$ cat config.mk
export PLATFORM = sky130hd
export DESIGN_NAME = ifm_feed_ctrl
export DESIGN_NICKNAME = d
export VERILOG_FILES = /design/src/rtl/ifm_feed_ctrl.sv
export SDC_FILE = /design/constraint.sdc
export NUM_CORES = 1
export LEC_CHECK = 0
export CAP_MARGIN = 20
export CORE_AREA = 2 2 415 417
export CTS_CLUSTER_DIAMETER = 120
export CTS_CLUSTER_SIZE = 12
export DETAILED_ROUTE_END_ITERATION = 8
export DIE_AREA = 0 0 417 419
export SLEW_MARGIN = 20
export SYNTH_ARGS = -nofsm -noshare
export SYNTH_HDL_FRONTEND = slang
export SYNTH_SLANG_ARGS = --single-unit
$ cat constraint.sdc
create_clock -name clk -period 3.4 [get_ports clk]
set_clock_uncertainty 0.05 [all_clocks]
set_input_delay 0.34 -clock clk [delete_from_list [all_inputs] [get_ports clk]]
set_output_delay 0.34 -clock clk [all_outputs]
set_load 0.01 [all_outputs]
$ cat src/rtl/ifm_feed_ctrl.sv
// Input feature-map feed controller: fetches AXIS words and hands them out one slice at a time.
// Zero-bubble refill when the last slice of a word is consumed in the same cycle as the next handshake.
module ifm_feed_ctrl #(
    parameter int unsigned INPUT_WIDTH  = 512,
    parameter int unsigned OUTPUT_WIDTH = 64,
    parameter int unsigned SLICES       = INPUT_WIDTH / OUTPUT_WIDTH,
    parameter int unsigned CNT_W        = 16,
    localparam int unsigned IDX_W       = (SLICES > 1) ? $clog2(SLICES) : 1
) (
    input  logic                   clk,
    input  logic                   rst_n,
    input  logic                   conv_start,
    input  logic [CNT_W-1:0]       num_words,
    input  logic [INPUT_WIDTH-1:0] s_axis_tdata,
    input  logic                   s_axis_tvalid,
    output logic                   s_axis_tready,
    input  logic                   cons_ready,
    output logic [INPUT_WIDTH-1:0] fm,
    output logic                   slice_valid,
    output logic [IDX_W-1:0]       slice_idx,
    output logic                   ifm_read,
    output logic                   init_word,
    output logic                   busy,
    output logic                   done
);

    localparam logic [1:0] IDLE   = 2'd0;
    localparam logic [1:0] FETCH  = 2'd1;
    localparam logic [1:0] STREAM = 2'd2;
    localparam logic [1:0] DONE   = 2'd3;

    localparam logic [IDX_W-1:0] LAST_IDX = IDX_W'(SLICES - 1);
    localparam logic [CNT_W-1:0] ONE_WORD = CNT_W'(1);

    logic [1:0]             state_q, state_d;
    logic [CNT_W-1:0]       words_left_q, words_left_d;
    logic                   first_q, first_d;
    logic [INPUT_WIDTH-1:0] fm_q, fm_d;
    logic [IDX_W-1:0]       slice_idx_q, slice_idx_d;

    logic last_slice;
    logic handshake;

    assign last_slice  = (slice_idx_q == LAST_IDX);
    assign slice_valid = (state_q == STREAM);
    assign ifm_read    = slice_valid & cons_ready;
    assign busy        = (state_q == FETCH) | (state_q == STREAM);
    assign done        = (state_q == DONE);
    assign fm          = fm_q;
    assign slice_idx   = slice_idx_q;

    // In STREAM the next word may only be accepted as the current last slice leaves.
    always_comb begin
        s_axis_tready = 1'b0;
        if (state_q == FETCH) begin
            s_axis_tready = 1'b1;
        end else if (state_q == STREAM) begin
            s_axis_tready = last_slice & cons_ready & (words_left_q > ONE_WORD);
        end
    end

    assign handshake = s_axis_tvalid & s_axis_tready;
    assign init_word = handshake & first_q;

    always_comb begin
        state_d      = state_q;
        words_left_d = words_left_q;
        first_d      = first_q;
        fm_d         = fm_q;
        slice_idx_d  = slice_idx_q;
        case (state_q)
            IDLE: begin
                if (conv_start) begin
                    if (num_words != '0) begin
                        state_d      = FETCH;
                        words_left_d = num_words;
                        first_d      = 1'b1;
                    end else begin
                        state_d = DONE;
                    end
                end
            end
            FETCH: begin
                if (handshake) begin
                    fm_d        = s_axis_tdata;
                    slice_idx_d = '0;
                    first_d     = 1'b0;
                    state_d     = STREAM;
                end
            end
            STREAM: begin
                if (ifm_read) begin
                    if (!last_slice) begin
                        slice_idx_d = slice_idx_q + IDX_W'(1);
                    end else begin
                        if (words_left_q != '0) begin
                            words_left_d = words_left_q - ONE_WORD;
                        end
                        slice_idx_d = '0;
                        if (words_left_q <= ONE_WORD) begin
                            state_d = DONE;
                        end else if (handshake) begin
                            fm_d    = s_axis_tdata;
                            first_d = 1'b0;
                        end else begin
                            state_d = FETCH;
                        end
                    end
                end
            end
            DONE: begin
                state_d = IDLE;
            end
            default: begin
                state_d = IDLE;
            end
        endcase
    end

    always_ff @(posedge clk) begin
        if (!rst_n) begin
            state_q      <= IDLE;
            words_left_q <= '0;
            first_q      <= 1'b0;
            fm_q         <= '0;
            slice_idx_q  <= '0;
        end else begin
            state_q      <= state_d;
            words_left_q <= words_left_d;
            first_q      <= first_d;
            fm_q         <= fm_d;
            slice_idx_q  <= slice_idx_d;
        end
    end

endmodule

==> metrics <==
status=completed; Final Cycle Share=92.82%; count of state elements after synthesis=534; worst reg-to-reg setup slack=0.67 ns; clock sink count=534; CTS H-tree depth=2; Max Slew Vio Count=0; area leader, netlist=dfxtp_1; worst rel slew slack=40.45%; worst path cell trace=inv_1, ha_1, o2111a_1, nand2_1, a21o_1, clkdlybuf4s50_1; r2r startpoint=state_q[0]$_SDFFE_PN0P_; Worst path slowest cell=clkdlybuf4s50_1; Max Clk Rate=0.3169 GHz; crit path max fanout=7; number of global-route vias before repair=19480; CTS Root Cell=clkbuf_16; CTS tree=built; Hold Vio Cnt, Final=0; HPWL reported at the end of detailed placement=88170 um; Hold Path Depth=3; DR WL met3=8255 um; Post-CTS Hold Fix Bufs=0; Core Util, Final=19.72%; most common flop cell mapped by yosys=dfxtp_1; unrepaired setup endpoints after global routing=no; worst reg2reg path endpoint=fm[78]$_SDFFE_PN0P_; PD cells=638.8 nW/um^2; fin nets=3954; Slew @ Worst Pin=0.8932 ns; DR vias=20660; Min Hold Slack=0.1675 ns; routed wl met2=54630 um; Syn Area/Cell=7.892 um^2; Max Used Layer=met5; met1 wire length=43170 um; Die Ht=419 um; Net Count, Synth=2980; most common cell after layout, fill and taps aside=nand2_1; row cnt=152; IO Count=1054; largest net degree at the start of global routing=127; LEAKAGE=0.01103 uW; Core ar.=170600 um^2; Setup Viol. Count Final=0; top-area cell type share of the netlist area=55.56%; Die X=417 um; Clock Latency Late Sink=0.66 ns; setup TNS=0 ns; CP arrival=2.77 ns; Cell Area, Synth=19240 um^2; DRT Wirelength=109300 um; Placer Congestion=0.8976; post-synthesis cell count=2438; Setup crit end kind=output port; HP Start=s_axis_tdata[378]; MaxCap Viol Count=0; worst hold path type=primary input to flop; FF-to-FF path depth=9; Min-Delay Endpoint=fm[378]$_SDFFE_PN0P_; initial antenna violation count=49; DR pass1 iterations=6; Synth area leaders=dfxtp_1 (56%), nand2_1 (21%), a21oi_1 (14%); CP Launch Type=flop; Synth warnings=0; Setup CP Type=flop to output port; Layout area overhead=74.87%; grt total ovfl=0; post-DR vias/cell=3.655; maximum vdd drop=630.0 uV; Die Area=174700 um^2; IO buf count=1053; layout cells sized above 1=3.486%; DRC Markers=0; Critical Path Max Stage Delay=0.71 ns; initial DRC count=1464; EDFF count, synth=0; ys async rst share=0%; Unique masters post-synth=47; CTS Buf Count=50; commonest non-fill, non-tap cells in the layout=nand2_1 (1057), clkdlybuf4s50_1 (1052), dfxtp_1 (534); data required time of the worst path=3.01 ns; Total Routing Usage GR=11.77%; Tmin final=3.156 ns; first-pass GRT wire length=147800 um; Worst-path clk slew=0.07 ns; Starting Density=11.28%; average wire per cell in the routed design=19.33 um; sequential share of the synthesized area=55.56%; Clock Tree Buf Depth=3; remaining antenna violation count after routing=0
==> flip-flops by register name, indices dropped and copies added (netlist names) <==
name,cells
fm,512
first_q,1
state_q,2
words_left_q,16
slice_idx,3
==> cells by family (layout without fill, tap and decap cells) <==
family / count (synthesis) / count (layout) / share of synthesized area, %
buf+inv: 195 / 1171 / 5.118
other cells: 0 / 5 / 0
fa+ha+maj: 9 / 9 / 0.5853
mux: 4 / 4 / 0.2081
compound gates: 583 / 583 / 16.23
flops: 534 / 534 / 55.56
simple gates: 1113 / 1113 / 22.29
==> cells in the mapped netlist (2+ instances only) <==
library cell / count
clkbuf_1: 100
o32ai_1: 2
o31ai_1: 9
a31o_2: 5
and4_1: 2
ha_1: 9
or4_1: 4
buf_6: 4
o2111ai_1: 2
nand2b_1: 4
and2_1: 2
nor4_1: 8
a311oi_1: 2
nand4_1: 3
a41oi_1: 5
buf_2: 34
a32o_1: 4
nor2_1: 12
a21o_1: 2
nor2b_1: 5
nor3_1: 6
mux2i_1: 4
or3_1: 3
inv_1: 8
dfxtp_1: 534
buf_4: 48
a31oi_1: 3
and3_1: 3
a211oi_1: 2
a21oi_1: 519
nand2_1: 1057
o21a_1: 2
nand3_1: 3
o21ai_0: 9
o2bb2ai_1: 2
a41o_1: 6
==> area by class of cell <==
cell class,instances,area (um^2)
sequential,534,10690
fill,18900,136900
clock inverter,3,58.81
tap,2233,2794
inverter,9,41.29
multi-input combinational,1709,7579
antenna,5,12.51
timing repair buffer,1108,11190
clock buffer,51,1276
==> worst max-delay path by stage <==
stage | from | endpoint | slack [ns] | depth (start not counted)
after floorplan | state_q[0]$_SDFFE_PN0P_ | fm[443]$_SDFFE_PN0P_ | 0.97 | 11
after global placement | state_q[0]$_SDFFE_PN0P_ | fm[88]$_SDFFE_PN0P_ | 0.67 | 9
after detailed placement | num_words[11] | words_left_q[1]$_SDFFE_PN0P_ | 0.64 | 6
after CTS | words_left_q[11]$_SDFFE_PN0P_ | init_word | 0.003 | 7
after global routing | words_left_q[0]$_SDFFE_PN0P_ | s_axis_tready | 0.09 | 6
final | words_left_q[0]$_SDFFE_PN0P_ | s_axis_tready | 0.24 | 6
==> layer usage <==
layer	GRT usage, %	up-vias
met1	13.76	9761
li1	-	9864
met5	0	-
met2	20.56	811
met3	3.600	184
met4	3.396	38
==> worst max-delay path: cells and delay by family (launching register included) <==
family,cells,cell delay [ns]
AO/OA/AOI/OAI,2,0.45
flip-flops,1,0.43
adder cells (fa/ha/maj),1,0.29
AND/OR/NAND/NOR,1,0.10
buffers and inverters,2,0.82
==> power by group <==
part           total [uW]  leakage, uW  internal [uW]  switching (uW)
sequential           8120      0.00434           7410             711
combinational        8190      0.00604           3660            4530
clock                5180     0.000654           2650            2520
total               21500       0.0110          13700            7760
==> metrics by stage <==
step	cell area [um^2]	total power, uW	std cells	worst slack (ns)
after floorplan	19240	12040	2438	0.9671
after global placement	32290	16380	5593	0.6676
after detailed placement	32290	16470	5593	0.6361
after CTS	33620	21790	5647	0.002819
after global routing	33640	22690	5650	0.08725
final	33640	21490	5652	0.2440
==> what timing repair did <==
item                       CTS  global route
setup buffers                0             0
setup endpoints to repair    0             1
gates resized for setup      0             2
No activity file was read; power rests on OpenSTA's default activity.
==> patch 1: new RTL, same flow settings <==
Set the parameter `INPUT_WIDTH` to 128 (it was 512).
--- a/src/rtl/ifm_feed_ctrl.sv
+++ b/src/rtl/ifm_feed_ctrl.sv
@@ -2,5 +2,5 @@
 // Zero-bubble refill when the last slice of a word is consumed in the same cycle as the next handshake.
 module ifm_feed_ctrl #(
-    parameter int unsigned INPUT_WIDTH  = 512,
+    parameter int unsigned INPUT_WIDTH  = 128,
     parameter int unsigned OUTPUT_WIDTH = 64,
     parameter int unsigned SLICES       = INPUT_WIDTH / OUTPUT_WIDTH,
Ports: changed (resized fm, s_axis_tdata and slice_idx); port bits go from 1054 to 284. No check against the original RTL was run, so the function may have changed too.
==> patch 1 against the original RTL <==
Routed wire length shrank 72%. Via count shrank 65%. Setup slack improved by 0.077 ns. Global-route usage shrank 8.5 points. Worst hold slack better by 0.20 ns. Design area shrank 62%. Power shrank 65%. Sequential cell count is 386 lower. Area after synthesis shrank 64%. First-iteration DRC count is 56% lower. Non-clock buffer count is 810 lower. Critical path type unchanged. Critical endpoint unchanged. Largest cell class is now multi-input gates. Largest power group unchanged.
==> patch 1: results (changes against the original RTL) <==
\begin{tabular}{lr}
\hline
Metric & Value \\
\hline
\multicolumn{2}{l}{\textbf{Status}} \\
\quad Result of the run & finished clean \\
\multicolumn{2}{l}{\textbf{Setup path}} \\
\quad Worst setup path startpoint & state\_q[0]\$\_SDFFE\_PN0P\_ \\
\quad Worst EP arrival & 2.69 ns (-0.08 ns) \\
\quad Start of the worst register-to-register path & words\_left\_q[0]\$\_SDFFE\_PN0P\_ \\
\quad Maximum fanout count along the critical path & 21 (+14) \\
\quad Reg2reg setup slack & 0.70 ns (+0.03 ns) \\
\multicolumn{2}{l}{\textbf{Clock tree}} \\
\quad Max H-tree Level & 4 (+2) \\
\quad Clock latency at the later pin of the worst-skew pair & 0.50 ns (-0.16 ns) \\
\quad Clock transition at the registers of the reported paths & 0.10 ns (+0.03 ns) \\
\quad Max Root-Sink Buffers & 2 (-1) \\
\multicolumn{2}{l}{\textbf{Yosys}} \\
\quad Nets in the synthesized netlist & 957 (-68\%) \\
\quad Number of distinct library cells after synthesis & 54 (+15\%) \\
\quad Synth Area per Inst & 8.54 um2 (+8.3\%) \\
\quad Seq/Total Area, Yosys & 0.433 (-0.123) \\
\multicolumn{2}{l}{\textbf{Cells and area}} \\
\quad Layout cell share with drive strength beyond 1 & 0.0660 (+0.0311) \\
\quad Final layout net count & 1175 (-70\%) \\
\quad Final cell count without fillers & 3265 (-42\%) \\
\multicolumn{2}{l}{\textbf{GRT}} \\
\quad Initial antenna violation count & 2 (-96\%) \\
\quad Wire length of the first global-routing pass & 43100 um (-71\%) \\
\multicolumn{2}{l}{\textbf{Power}} \\
\quad Power dissipated in combinational cells & 3.13 mW (-62\%) \\
\quad Switching Power & 3.00 mW (-61\%) \\
\multicolumn{2}{l}{\textbf{Placement}} \\
\quad Detail Placement HPWL & 20500 um (-77\%) \\
\quad Routability cong. & 0.755 (-16\%) \\
\quad Count of placed standard cells including taps & 3233 (-42\%) \\
\multicolumn{2}{l}{\textbf{STA}} \\
\quad Max transition margin & 0.447 (+0.0426) \\
\multicolumn{2}{l}{\textbf{Route}} \\
\quad 1st-pass router iterations & 5 (-1) \\
\quad Overall routed net length & 30200 um (-72\%) \\
\hline
\end{tabular}
-- patch 1: changes by cell type in the layout (fill, tap and decap cells not counted), moves of 12 or more --
cell             change
nand2_1           -1032
clkdlybuf4s50_1    -770
dfxtp_1            -386
a21oi_1            -382
nand3_1            +128
o211ai_1           +128
clkbuf_16           -34
buf_4               -27
nor3_1              +14
buf_12              -12
-- patch 1: metrics by stage --
stage                     cell area, um2  total power, mW  setup WS, ns    util
after floorplan                     6840             4.23          1.27       -
after global routing               12800             7.97         0.184  0.0752
final                              12800             7.56         0.321  0.0752
after global placement             12200             5.42         0.830  0.0715
after detailed placement           12200             5.45         0.718  0.0715
after CTS                          12800             7.64         0.287  0.0752
-- patch 1: routing by layer --
layer,global-route usage,part of all wire
met1,0.0340,0.37
met3,0.00755,0.032
met5,0,0
met2,0.0587,0.55
met4,0.0239,0.046
-- patch 1: cells by family (layout without fill, tap and decap cells) --
| family | Yosys count | in the layout | share of synthesized area |
|---|---|---|---|
| AO/OA/AOI/OAI | 313 | 313 | 0.305 |
| adder cells (fa/ha/maj) | 7 | 7 | 0.0128 |
| buffers and inverters | 109 | 339 | 0.0790 |
| flip-flops | 148 | 148 | 0.433 |
| multiplexers | 4 | 4 | 0.00585 |
| other | 0 | 1 | 0 |
| AND/OR/NAND/NOR | 220 | 220 | 0.164 |
-- patch 1: cell type report --
cell class                 instances  area [um2]
fill                           19753      158000
multi-input combinational        544        3370
timing repair buffer             298        3030
sequential                       148        2960
tap                             2233        2790
clock buffer                      17         425
clock inverter                    14         199
inverter                          10        40.0
antenna                            1        2.50
-- patch 1: how the worst min path moves through the flow --
stage                                  start                       endpoint  slack (ns)  cells after the start
4_1_cts                    s_axis_tdata[108]           fm[108]$_SDFFE_PN0P_        0.30                      3
3_3_place_gp            fm[126]$_SDFFE_PN0P_           fm[126]$_SDFFE_PN0P_        0.40                      2
5_1_grt                    s_axis_tdata[122]           fm[122]$_SDFFE_PN0P_        0.37                      3
3_5_place_dp             fm[69]$_SDFFE_PN0P_            fm[69]$_SDFFE_PN0P_        0.41                      2
6_report                   s_axis_tdata[108]           fm[108]$_SDFFE_PN0P_        0.37                      3
2_1_floorplan  words_left_q[15]$_SDFFE_PN0P_  words_left_q[15]$_SDFFE_PN0P_        0.39                      2
-- patch 1: critical path, cell delays in order, from the launching register on --
cell and delay (ns):
dfxtp_1 0.32, inv_1 0.12, ha_1 0.40, buf_4 0.33
inv_2 0.08, a211oi_4 0.24, or2_2 0.16, clkdlybuf4s50_1 0.55
==> patch 2: new RTL, same settings <==
Without the edit above. `fm_q` no longer has a reset.
--- a/src/rtl/ifm_feed_ctrl.sv
+++ b/src/rtl/ifm_feed_ctrl.sv
@@ -123,5 +123,4 @@
             words_left_q <= '0;
             first_q      <= 1'b0;
-            fm_q         <= '0;
             slice_idx_q  <= '0;
         end else begin
@@ -129,9 +128,12 @@
             words_left_q <= words_left_d;
             first_q      <= first_d;
-            fm_q         <= fm_d;
             slice_idx_q  <= slice_idx_d;
         end
     end
 
+    always_ff @(posedge clk) begin
+        fm_q <= fm_d;
+    end
+
 endmodule
 
Function: not settled (the Yosys comparison gave no result); the edit may change what the design does.
==> patch 2 against the original RTL <==
Power fell by 5.1%. Register-to-register slack improved by 0.04 ns. Synthesized cell count fell by 71%. Design area fell by 4.8%. Sequential cell count did not move. Critical path depth fell by 1. Core utilization fell by 0.94 points. Area after synthesis fell by 12%. Routed wire length rose by 12%. Setup slack got worse by 0.14 ns.
==> patch 2: results (changes against the original RTL) <==
\begin{tabular}{lr}
\hline
Metric & Value \\
\hline
\multicolumn{2}{l}{\textbf{Setup path}} \\
\quad Maximum fanout count along the critical path & 5 (-2) \\
\quad Worst EP arrival & 2.91 ns (+0.14 ns) \\
\quad Crit path max-delay family & simple AND/OR/NAND/NOR gates \\
\quad Worst R2R Path Depth & 7 (-2) \\
\multicolumn{2}{l}{\textbf{Cells and area}} \\
\quad Layout cell share with drive strength beyond 1 & 0.0518 (+0.0170) \\
\quad Fill count & 18.2k (-3.9\%) \\
\quad Final layout net count & 2373 (-40\%) \\
\multicolumn{2}{l}{\textbf{Power}} \\
\quad Worst IR drop on VDD & 0.383 mV (-39\%) \\
\quad Cell Int Power & 14.2 mW (+3.5\%) \\
\quad Power dissipated in combinational cells & 5.65 mW (-31\%) \\
\quad Power drawn by the sequential cells & 9.16 mW (+13\%) \\
\quad Power density over cell area & 636 mW/mm2 (-0.39\%) \\
\quad Leakage component of the power & 10.2 nW (-7.2\%) \\
\multicolumn{2}{l}{\textbf{Yosys}} \\
\quad Most used standard cells in the synthesized netlist & 512 x edfxtp\_1, 29 x nand2\_1, 26 x a21oi\_1 \\
\quad Number of distinct library cells after synthesis & 44 (-6.4\%) \\
\quad Seq/Total Area, Yosys & 0.935 (+0.379) \\
\quad Number of flops mapped to enable cells by yosys & 512 (+512) \\
\quad Leading post-synthesis cells by cell area & edfxtp\_1 91\%, dfxtp\_1 2.6\%, a21oi\_1 0.77\% \\
\quad Main synth FF type & edfxtp\_1 \\
\quad Nets in the synthesized netlist & 1259 (-58\%) \\
\multicolumn{2}{l}{\textbf{Route}} \\
\quad Avg Vias per Cell & 3.02 (-17\%) \\
\quad Number of DRC markers after the initial detailed-route iteration & 1116 (-24\%) \\
\quad 1st-pass router iterations & 7 (+1) \\
\multicolumn{2}{l}{\textbf{Hold path}} \\
\quad Worst Hold Depth & 1 (-2) \\
\multicolumn{2}{l}{\textbf{GRT}} \\
\quad Wire length of the first global-routing pass & 146000 um (-1.0\%) \\
\quad Met1 usage & 0.129 (-0.00826) \\
\quad Global routing usage on met3 & 0.0914 (+0.0554) \\
\quad Initial antenna violation count & 145 (+200\%) \\
\quad Number of global-route vias before repair & 12.1k (-38\%) \\
\quad GRT Resource Usage Total & 0.133 (+0.0155) \\
\quad GR Layer Usage met2 & 0.230 (+0.0242) \\
\quad Pin count of the biggest net entering global routing & 143 (+13\%) \\
\multicolumn{2}{l}{\textbf{STA}} \\
\quad Worst slew pin tran & 0.913 ns (+0.0202 ns) \\
\multicolumn{2}{l}{\textbf{Status}} \\
\quad Result of the run & finished clean \\
\multicolumn{2}{l}{\textbf{Clock tree}} \\
\quad TritonCTS buffer count & 54 (+8.0\%) \\
\multicolumn{2}{l}{\textbf{Placement}} \\
\quad Routability cong. & 0.849 (-5.4\%) \\
\quad Detail Placement HPWL & 108000 um (+22\%) \\
\hline
\end{tabular}
patch 2: kinds of logic after synthesis:
kind of cell    Yosys count  share of synthesized area
flops                   534                      0.935
simple gates             88                     0.0268
compound gates           63                     0.0250
buf+inv                  21                    0.00562
fa+ha+maj                 9                    0.00666
mux                       2                    0.00118
patch 2: worst paths after layout:
check / end / start / slack (ns)
setup / recovery: s_axis_tready / words_left_q[13]$_SDFFE_PN0P_ / 0.10
setup reg to reg: fm[101]$_DFFE_PP_ / state_q[0]$_SDFFE_PN0P_ / 0.71
hold / removal: fm[347]$_DFFE_PP_ / s_axis_tdata[347] / 0.18
hold reg to reg: slice_idx[2]$_SDFFE_PN0P_ / slice_idx[2]$_SDFFE_PN0P_ / 0.43
patch 2: layout make-up:
cell class,instances,area [um2],share of cell area
repair buffers,1069,10700,0.335
inverters,10,37.5,0.00117
clock buffers,67,1420,0.0444
well taps,2233,2790,0.0872
multi-input cells,162,1050,0.0328
flip-flops and latches,534,15800,0.494
clock inverters,10,115,0.00359
diodes,24,60.1,0.00187
patch 2: timing repair:
action,CTS,global route
setup endpoints to repair,2,0
hold endpoints to repair,0,0
setup buffers,1,0
gates resized for setup,2,0
patch 2: metal layers:
| layer | part of all wire | vias to the layer above |
|---|---|---|
| met5 | 0.0085 | - |
| met4 | 0.026 | 162 |
| met3 | 0.15 | 275 |
| met2 | 0.50 | 762 |
| met1 | 0.31 | 6098 |
| li1 | - | 5119 |
patch 2: through the flow:
stage | setup WS (ns) | instances | area, um2
after global placement | 0.442 | 4007 | 30400
after detailed placement | 0.453 | 4007 | 30400
final | 0.103 | 4109 | 32000
after global routing | 0.00859 | 4086 | 32000
after floorplan | -1.78 | 717 | 17000
after CTS | 0.00758 | 4085 | 32000
